`src/rtl/keypad_scan_ctrl.sv`:
```
// Keypad matrix scanner: drives one column at a time, samples the synchronized rows,
// debounces whole frames and hands single-key press codes to a one-deep output buffer.
module keypad_scan_ctrl #(
   parameter int ROWS           = 4,
   parameter int COLS           = 4,
   parameter int SETTLE_CYC     = 8,
   parameter int DEBOUNCE_SCANS = 4,
   parameter int CODE_W         = $clog2(ROWS*COLS)
) (
   input  logic              clk,
   input  logic              reset,
   input  logic [ROWS-1:0]   rows_in,
   output logic [COLS-1:0]   col_out,
   output logic              key_valid,
   output logic [CODE_W-1:0] key_code,
   input  logic              key_ready,
   output logic              key_pressed,
   output logic              overflow,
   input  logic              clear_ovf
);

   localparam int N     = ROWS * COLS;
   localparam int COL_W = (COLS > 1) ? $clog2(COLS) : 1;
   localparam int CNT_W = (SETTLE_CYC > 1) ? $clog2(SETTLE_CYC) : 1;
   localparam int STB_W = $clog2(DEBOUNCE_SCANS + 1);

   typedef enum logic {SETTLE, EVAL} state_t;

   state_t            state_reg, state_next;
   logic [ROWS-1:0]   rows_meta_reg, rows_sync_reg;
   logic [COL_W-1:0]  col_idx_reg, col_idx_next;
   logic [CNT_W-1:0]  settle_cnt_reg, settle_cnt_next;
   logic [N-1:0]      snapshot_reg, snapshot_next;
   logic [N-1:0]      prev_frame_reg, prev_frame_next;
   logic [N-1:0]      deb_frame_reg, deb_frame_next;
   logic [STB_W-1:0]  stable_cnt_reg, stable_cnt_next;
   logic [COLS-1:0]   col_out_next;
   logic              key_valid_next, key_pressed_next, overflow_next;
   logic [CODE_W-1:0] key_code_next;
   logic [N-1:0]      snap_sampled;
   logic [CODE_W-1:0] snap_code;
   logic              snap_onehot, commit, evt, drop;

   // Snapshot with the current column's bits replaced by the synchronized rows.
   for (genvar gr = 0; gr < ROWS; gr++) begin : g_row
      for (genvar gc = 0; gc < COLS; gc++) begin : g_col
         assign snap_sampled[gr*COLS + gc] = (col_idx_reg == COL_W'(gc)) ?
                                             rows_sync_reg[gr] : snapshot_reg[gr*COLS + gc];
      end
   end

   assign snap_onehot = (snapshot_reg != '0) &&
                        ((snapshot_reg & (snapshot_reg - N'(1))) == '0);

   always_comb begin
      snap_code = '0;
      for (int i = 0; i < N; i++) begin
         if (snapshot_reg[i]) snap_code = CODE_W'(i);
      end
   end

   always_comb begin
      state_next       = state_reg;
      col_idx_next     = col_idx_reg;
      settle_cnt_next  = settle_cnt_reg;
      snapshot_next    = snapshot_reg;
      prev_frame_next  = prev_frame_reg;
      deb_frame_next   = deb_frame_reg;
      stable_cnt_next  = stable_cnt_reg;
      key_pressed_next = key_pressed;
      key_valid_next   = key_valid;
      key_code_next    = key_code;
      commit           = 1'b0;
      evt              = 1'b0;
      drop             = 1'b0;

      case (state_reg)
         SETTLE: begin
            if (settle_cnt_reg == CNT_W'(SETTLE_CYC - 1)) begin
               settle_cnt_next = '0;
               snapshot_next   = snap_sampled;
               if (col_idx_reg == COL_W'(COLS - 1)) state_next = EVAL;
               else col_idx_next = col_idx_reg + 1'b1;
            end else begin
               settle_cnt_next = settle_cnt_reg + 1'b1;
            end
         end
         EVAL: begin
            if (snapshot_reg == prev_frame_reg) begin
               if (stable_cnt_reg != STB_W'(DEBOUNCE_SCANS))
                  stable_cnt_next = stable_cnt_reg + 1'b1;
               commit = (stable_cnt_reg == STB_W'(DEBOUNCE_SCANS - 1));
            end else begin
               stable_cnt_next = '0;
            end
            prev_frame_next = snapshot_reg;
            if (commit) begin
               deb_frame_next   = snapshot_reg;
               key_pressed_next = |snapshot_reg;
               evt              = snap_onehot && (snapshot_reg != deb_frame_reg);
            end
            col_idx_next = '0;
            state_next   = SETTLE;
         end
         default: state_next = SETTLE;
      endcase

      // Output buffer: a pending unconsumed code is never overwritten.
      if (evt && (!key_valid || key_ready)) begin
         key_code_next  = snap_code;
         key_valid_next = 1'b1;
      end else if (evt) begin
         drop = 1'b1;
      end else if (key_valid && key_ready) begin
         key_valid_next = 1'b0;
      end
      overflow_next = drop ? 1'b1 : (clear_ovf ? 1'b0 : overflow);

      // Column drive follows the next column index so it is valid for the whole settle window.
      col_out_next = (state_next == SETTLE) ? (COLS'(1) << col_idx_next) : '0;
   end

   always_ff @(posedge clk or posedge reset) begin
      if (reset) begin
         state_reg      <= SETTLE;
         rows_meta_reg  <= '0;
         rows_sync_reg  <= '0;
         col_idx_reg    <= '0;
         settle_cnt_reg <= '0;
         snapshot_reg   <= '0;
         prev_frame_reg <= '0;
         deb_frame_reg  <= '0;
         stable_cnt_reg <= '0;
         col_out        <= '0;
         key_valid      <= 1'b0;
         key_code       <= '0;
         key_pressed    <= 1'b0;
         overflow       <= 1'b0;
      end else begin
         state_reg      <= state_next;
         rows_meta_reg  <= rows_in;
         rows_sync_reg  <= rows_meta_reg;
         col_idx_reg    <= col_idx_next;
         settle_cnt_reg <= settle_cnt_next;
         snapshot_reg   <= snapshot_next;
         prev_frame_reg <= prev_frame_next;
         deb_frame_reg  <= deb_frame_next;
         stable_cnt_reg <= stable_cnt_next;
         col_out        <= col_out_next;
         key_valid      <= key_valid_next;
         key_code       <= key_code_next;
         key_pressed    <= key_pressed_next;
         overflow       <= overflow_next;
      end
   end

endmodule

```
`config.mk`:
```
export PLATFORM = sky130hd
export DESIGN_NAME = keypad_scan_ctrl
export DESIGN_NICKNAME = d
export VERILOG_FILES = /design/src/rtl/keypad_scan_ctrl.sv
export SDC_FILE = /design/constraint.sdc
export NUM_CORES = 1
export LEC_CHECK = 0
export ABC_CLOCK_PERIOD_IN_PS = 2800
export BUFFER_PORTS_ARGS = -buffer_cell sky130_fd_sc_hd__buf_4
export CORE_ASPECT_RATIO = 0.7
export CORE_UTILIZATION = 50
export CTS_CLUSTER_DIAMETER = 30
export DETAILED_ROUTE_END_ITERATION = 16
export PLACE_DENSITY = 0.7
export SYNTH_ARGS = -nofsm -noshare
export SYNTH_HDL_FRONTEND = slang
export SYNTH_SLANG_ARGS = --single-unit
```
`constraint.sdc`:
```
create_clock -name clk -period 2.8 [get_ports clk]
set_clock_uncertainty 0.2 [all_clocks]
set_input_delay 0.28 -clock clk [delete_from_list [all_inputs] [get_ports clk]]
set_output_delay 0.28 -clock clk [all_outputs]
set_load 0.05 [all_outputs]
```
== Yosys cells after proc, flatten, opt, wreduce, memory -nomap -nowiden ==
Cells that the tools add are included.
Word-level totals
  input bits: 8
  word-level logic and storage cells: 89
  memories: 0
  flip-flop bits (word level): 76
  bits in latches: 0
  bits in read-only memories: 0
  RAM bits: 0
Cells by class
  shift-type cells: 1
  equality and inequality tests: 10
  magnitude comparators: 0
  div/mod/pow operators: 0
  multipliers: 0
  muxes and demuxes: 36
  reductions and logical operators: 19
  bitwise gates (word level): 2
  $add $sub $neg: 4
Operator list (count)
  4-bit 2-to-1 mux: 15
  16-bit AND: 1
  16-bit == test: 1
  16-bit zero test: 1
  16-bit inequality test: 1
  16-bit nonzero test: 1
  16-bit OR reduction: 1
  16-bit by 1-bit subtractor with 16-bit output, second input constant: 1
  1-bit 2-to-1 mux: 14
  3-bit AND reduction: 4
  3-bit 2-to-1 mux: 3
  3-bit by 1-bit adder with 3-bit output, second input constant: 2
  2-bit AND reduction: 3
  2-bit == test, second input constant: 2
  1-bit logical AND: 4
  2-bit 2-to-1 mux: 2
  2-bit by 1-bit inequality test with 1-bit output, second input constant: 2
  2-bit case mux with 2 select lines: 1
  2-bit nonzero test: 2
  1-bit by 2-bit << shifter with 4-bit output, first input constant: 1
  3-bit by 2-bit == test with 1-bit output, second input constant: 1
  3-bit == test, second input constant: 1
  3-bit inequality test, second input constant: 1
  2-bit by 1-bit adder with 2-bit output, second input constant: 1
  6 further kinds: 6

== Logic depth before layout (Yosys ltp) ==
Gate-level depths: netlist of the first run.
  word-level depth: 15
  mapped depth: 8

== Worst setup path after synthesis of the first run ==
OpenSTA, ideal clock, no wires.
  path kind: reg2reg
  from: register snapshot_reg[0]
  to: register key_code[1]
  arrival: 2.275 ns
  cell stages (with the launch flop): 9
  slack: 0.197 ns
  period minus slack after synthesis: 2.603 ns
  cells stage by stage: dfrtp_1 -> buf_6 -> or4_4 -> buf_6 -> nor4_4 -> a221oi_2 -> nor4b_2 -> nand3_2 -> mux2_1
Between the ends
  word-level cells in the longest chain between the ends: 8
  elaborated cells on any way between the ends: 13
  those cells by class: 1 x add/sub; 2 x eq/ne; 4 x mux; 1 x bitwise; 5 x reduce/logical
Ends and longest elaborated chain
  from (decl): line 33  | logic [N-1:0] snapshot_reg, snapshot_next;
  from (signal assigned): line 145  | snapshot_reg <= snapshot_next;
  16-bit by 1-bit subtractor with 16-bit output: line 53  | ((snapshot_reg & (snapshot_reg - N'(1))) == '0);
  16-bit AND: line 53
  16-bit zero test: line 53
  1-bit logical AND: line 52  | assign snap_onehot = (snapshot_reg != '0) &&
  1-bit logical AND: line 100  | evt = snap_onehot && (snapshot_reg != deb_frame_reg);
  1-bit 2-to-1 mux *: line 97  | if (commit) begin
  1-bit 2-to-1 mux *: line 77  | case (state_reg)
  1-bit logical AND *: line 109  | if (evt && (!key_valid || key_ready)) begin
  to (signal assigned): line 151  | key_code <= key_code_next;
  to (decl): line 15  | output logic [CODE_W-1:0] key_code,
Mark *: on every way between the ends. The rest lies on a longest branch, timed or not. The select of a mux whose other input is x is not followed.
A chain may end at the register's enable or synchronous reset.

== Final worst setup path of the first run ==
  from: register snapshot_reg[9]
  to: register key_code[1]
Between the ends
  word-level cells in the longest chain between the ends: 8
  elaborated cells on any way between the ends: 20
  those cells by class: 1 x add/sub; 2 x eq/ne; 11 x mux; 1 x bitwise; 5 x reduce/logical
Ends and longest elaborated chain (line)
  16-bit by 1-bit subtractor with 16-bit output: 53
  16-bit AND: 53
  16-bit zero test: 53
  1-bit logical AND: 52
  1-bit logical AND: 100
  1-bit 2-to-1 mux: 97
  1-bit 2-to-1 mux: 77
  1-bit logical AND: 109
Several ways; a longest one is shown, not always the timed one. The select of a mux whose other input is x is not followed.

==> results.toml, run 1 <==
[synth]
ys_seq_elements = 76
ys_types = 48
netlist.area_leader.share_pct = 52.3
synthTopCellsByArea = "dfrtp_1 52%, mux2_2 10%, mux2_1 5.6%, xnor2_1 4.1%, xor2_1 3.9%"
syn_inst = 306
syn_area_mm2 = 0.00363
synth_edf_count = 0
syn_area_per_cell_um2 = 11.9
syn_nets = 319
yosysSeqAreaShare_pct = 52.3
synth_largest_area_cell = "dfrtp_1"
synth_flop_cell = "dfrtp_1"
async_reset_ff_share_pct = 100
yosysWarnings = 0

[layout]
final_area_mm2 = 0.00423
utilization_pct = 61.4
layoutNonFillerInstCount = 434
area_growth_pct = 16.4
antennaDiodeCount = 0
drive_gt1_share_pct = 29.1
fillers = 567
layout.nets = 350
multi_input_area_mm2 = 0.00156
regArea_mm2 = 0.00190

[global_route]
first_global_vias = 2294
grt_start_max_net_pins = 38
grt_usage_pct = 21.2
grt_antenna_before_repair = 0
grt_overflow = 0
grt_pass1_wl_um = 11800

[die]
fp.dieW_um = 104
dieArea_mm2 = 0.00762
rows = 25
core-area_mm2 = 0.00688
die_height_um = 73.3
start_util_pct = 52.8
pin_count = 19

[placed_design]
hpwl_um = 5050
placed_cell_area_mm2 = 0.00396
place_congestion = 0.854
placed_cells = 414
io_buffers = 18

[routing]
vias = 2291
vias_per_cell = 5.28
ant_nets = 0
drtIter0Drc = 107
drt_pass1_iterations = 4
drc = 0
postRouteWirelength_um = 7130
wire_per_inst_um = 16.4

[sta]
hold_viol_final = 0
drv_slew = 0
setup_viol = 0
worstMarginPinSlew_ps = 565
fin_crit_sh_pct = 96.2
finalSetupTns_ps = 0
fin_crit_ps = 2690
rsz0062_at_grt = "no"
max_freq_mhz = 371
maxSlewHeadroom_pct = 62.3

[pwr]
p_leak_nw = 1.90
ir_drop_v = 0.000355
powerDensity_mw_per_mm2 = 519
power.total_mw = 2.19

[clock_network]
clk_pin_slew_ps = 70
clk_latency_ps = 360
cts_tree = "done"
tritoncts.num_buffers = 9
htreeDepth = 3
cts_root_buf = "clkbuf_8"
clk_path_buf_depth = 2
cts_sinks = 76

[flow_run]
maxCapViolCount = 0

[worst_setup_path]
criticalPathCategory = "register to register"
required_ps = 2840
start_kind = "register"
critPathMaxFanout = 6
end_kind = "register"
arrival_ps = 2730

[min_path]
holdCritPathClass = "primary input to register"

[status]
status = "finished, final reports clean"
==> cell usage in the layout (no fill, tap or decap), drive strengths merged, types with 3 or more instances in the layout <==
cell / netlist / final
inv: 13 / 13
dfrtp: 76 / 76
nand2b: 3 / 3
nand4: 5 / 5
o22ai: 4 / 4
nor4: 6 / 6
nand2: 9 / 9
xnor2: 17 / 17
o21ai: 9 / 9
clkinv: 0 / 3
a21oi: 4 / 4
clkbuf: 17 / 9
or4: 3 / 3
dlygate4sd3: 0 / 6
buf: 10 / 41
nor2: 17 / 17
nor3: 12 / 12
mux2: 51 / 51
nand3: 3 / 3
a31oi: 3 / 3
a211oi: 3 / 3
ha: 5 / 5
xor2: 16 / 16
==> repair_timing <==
item,CTS,global route
setup endpoints to repair,0,3
buffers inserted,0,0
gates resized for setup,0,2
hold endpoints to repair,27,0
hold buffers,6,0
==> critical path, stage by stage, from the launching register on <==
cell	delay (ps)
dfrtp_1	450
or4_1	660
nor4_4	340
a221oi_2	140
nor4b_2	270
nand3_2	170
mux2_1	340
==> layout make-up <==
type                            count  share of cell area (%)
Clock buffer                        9                    2.93
Clock inverter                      5                    1.86
Inverter                           13                    1.15
Multi-Input combinational cell    190                    37.0
Sequential cell                    76                    45.0
Tap cell                           94                    2.78
Timing Repair Buffer               47                    9.29
==> metrics by stage <==
stage | setup slack [ps] | hold WS [ps]
floorplan | 197 | 111
global placement | 212 | 134
detailed placement | 114 | 135
CTS | 122 | 30.9
global route | 24.6 | 57.5
finish | 107 | 56.3
==> worst paths after layout <==
check,startpoint,to,slack [ps],cells after the start
min in group asynchronous,reset,col_idx_reg[0],320,3
worst min-delay path,key_ready,key_valid,60,3
worst max-delay path,snapshot_reg[9],key_code[1],110,6
max in group asynchronous,reset,key_pressed,1420,4
worst min register to register,rows_meta_reg[2],rows_sync_reg[2],150,0
worst max register to register,snapshot_reg[9],key_code[1],110,6
==> logic make-up (layout without fill, tap and decap cells) <==
kind of cell	count (synthesis)	in the layout	share of synthesized area (%)
buffers and inverters	40	74	4.89
AOI/OAI and AO/OA	33	33	6.27
adders and majority gates	6	6	2.00
muxes	52	52	16.1
DFF	76	76	52.3
xor gates and xnor gates	33	33	7.95
and+or+nand+nor	66	66	10.5
==> cells in the mapped netlist (2+ instances only) <==
cell and instances:
nor3_1 11, nor4_1 5, nand2b_1 3, o21ai_0 9, o22ai_1 4, buf_6 2, nand2_1 9, a21boi_0 2
inv_1 13, or4_1 2, clkbuf_1 17, nand4_1 5, ha_1 5, buf_2 4, buf_1 2, a31oi_1 3
mux2_2 33, buf_4 2, nor2_1 17, xnor2_1 17, a211oi_1 3, xor2_1 16, nand3_1 2, mux2_1 18
dfrtp_1 76, a21oi_1 4
==> report_power, final <==
group	switching, mW	internal, mW	total [mW]
Clock	0.389	0.490	0.878
Sequential	0.0280	1.13	1.15
Combinational	0.0856	0.0754	0.161
==> per-layer routing <==
layer	routed length [µm]	global-route usage (%)	vias up
li1	-	-	1111
met5	0	0	-
met3	392	6.57	11
met1	3520	29.2	1124
met4	133	10.2	0
met2	3080	30.9	45
Note: power is estimated with default switching activity, not from simulation.
==> run 2, diff against run 1 <==
--- a/config.mk
+++ b/config.mk
@@ -11,7 +11,7 @@
 export CORE_UTILIZATION = 50
 export CTS_CLUSTER_DIAMETER = 30
 export DETAILED_ROUTE_END_ITERATION = 16
-export PLACE_DENSITY = 0.7
+export PLACE_DENSITY = 0.79
 export SYNTH_ARGS = -nofsm -noshare
 export SYNTH_HDL_FRONTEND = slang
 export SYNTH_SLANG_ARGS = --single-unit
==> run 2 against run 1 <==
  * First-iteration DRC count shrank 11%
  * Hold slack worse by 30 ps
  * Power is 4.4% lower
  * Die area unchanged
  * Wire length rose by 1.6%
  * Largest cell class unchanged
==> results.toml, run 2 (synthesis gave the netlist of run 1 again) <==
[pwr]
ir_drop_v = 0.000339
powerDensity_mw_per_mm2 = 502
p_leak_nw = 1.87

[die]
core-area_mm2 = 0.00688
fp.dieW_um = 104
rows = 25
die_height_um = 73.3
start_util_pct = 52.8
pin_count = 19
dieArea_mm2 = 0.00762

[worst_setup_path]
max_stage_delay_ps = 620
r2r_slack_ps = 70
end_kind = "register"
crit_chain = "or4_4 -> nor4b_1 -> o2bb2ai_1 -> nor4b_2 -> nand3_2 -> mux2_1"
cp_slowest_cell = "or4_4"
start_kind = "register"
criticalPathCategory = "register to register"
arrival_ps = 2780
required_ps = 2840
reg2regPathDepth = 6
critPathMaxFanout = 6

[layout]
fillers = 565
drive_gt1_share_pct = 28.5
area_growth_pct = 15.0
mostFrequentLayoutCell = "dfrtp_1"
layoutNonFillerInstCount = 434
antennaDiodeCount = 0
layout.nets = 348
layout_common_cells = "76 x dfrtp_1, 37 x buf_4, 33 x mux2_2"

[clock_network]
cts_tree = "done"
cts_resized = 0
htreeDepth = 3
cts_setup_buffers = 0
cts_sinks = 76
tritoncts.num_buffers = 9
cts_root_buf = "clkbuf_8"
clk_latency_ps = 360
clk_path_buf_depth = 2
clk_pin_slew_ps = 90
hold_buffers = 6

[placed_design]
io_buffers = 18
placed_cells = 412
place_congestion = 0.889
place_ws_ps = 120
hpwl_um = 5170

[sta]
finalSetupTns_ps = 0
worst_slack_ps = 66.9
maxSlewHeadroom_pct = 64.0
drv_slew = 0
fin_crit_ps = 2730
fin_crit_sh_pct = 97.6
hold_viol_final = 0
max_freq_mhz = 366
setup_viol = 0
worstMarginPinSlew_ps = 538
hold_ws_ps = 26.7
rsz0062_at_grt = "no"

[status]
status = "finished, final reports clean"

[global_route]
grt_overflow = 0
first_global_vias = 2446
grt_usage_pct = 21.8
grt_pass1_wl_um = 12400
grt_antenna_before_repair = 0
grt_start_max_net_pins = 77

[routing]
drt_pass1_iterations = 4
drc = 0
wire_per_inst_um = 16.7
postRouteWirelength_um = 7240
vias_per_cell = 5.50
vias = 2388
drtIter0Drc = 95
ant_nets = 0

[flow_run]
maxCapViolCount = 0

[min_path]
holdCritPathClass = "primary input to register"
whs_path_depth = 3
## run 2: cell types whose count changed in the layout (fill, tap and decap cells not counted), sizes merged
cell      delta
inv          +4
buf          -2
bufinv       -2
clkinv       -1
clkinvlp     +1
## run 2: power breakdown
part	internal, mW	total, mW	switching, mW
Sequential	1.13	1.15	0.0287
Combinational	0.0761	0.163	0.0873
Clock	0.334	0.779	0.445
Total	1.54	2.10	0.561
## run 2: final cells by class
class                      count  area (µm²)  area share, %
timing repair buffer          45         378           9.04
clock inverter                 7        56.3           1.35
tap                           94         118           2.81
multi-input combinational    190        1550           37.2
sequential                    76        1900           45.5
clock buffer                   9         124           2.96
inverter                      13        48.8           1.17
## run 2: critical path: cells and delay by family, from the launching register on
kind,cells,cell delay [ps]
and+or+nand+nor,4,1470
DFF,1,450
muxes,1,350
AOI/OAI and AO/OA,1,140
## run 2: path summary, 6_finish.rpt
path	startpoint	endpoint
max	snapshot_reg[0]	key_code[3]
min in group asynchronous	reset	rows_meta_reg[0]
max in group asynchronous	reset	col_out[0]
min reg2reg	rows_meta_reg[3]	rows_sync_reg[3]
max reg2reg	snapshot_reg[0]	key_code[3]
min	key_ready	key_valid
## run 2: metal layers
metal  wire, µm  GRT usage (%)  up-vias  part of all wire, %
met2       3280           34.2       46                   45
met3        322           5.94        9                  4.4
met1       3540           29.9     1212                   49
li1           -              -     1121                    -
met4         99           6.83        0                  1.4
met5          0              0        -                    0
## run 2: per-stage QoR
step	util, %	power, mW	area, µm²
floorplan	-	1.27	3630
finish	60.7	2.10	4180
global placement	57.3	1.33	3940
global route	60.7	2.19	4180
detailed placement	57.3	1.33	3940
CTS	60.7	2.12	4180
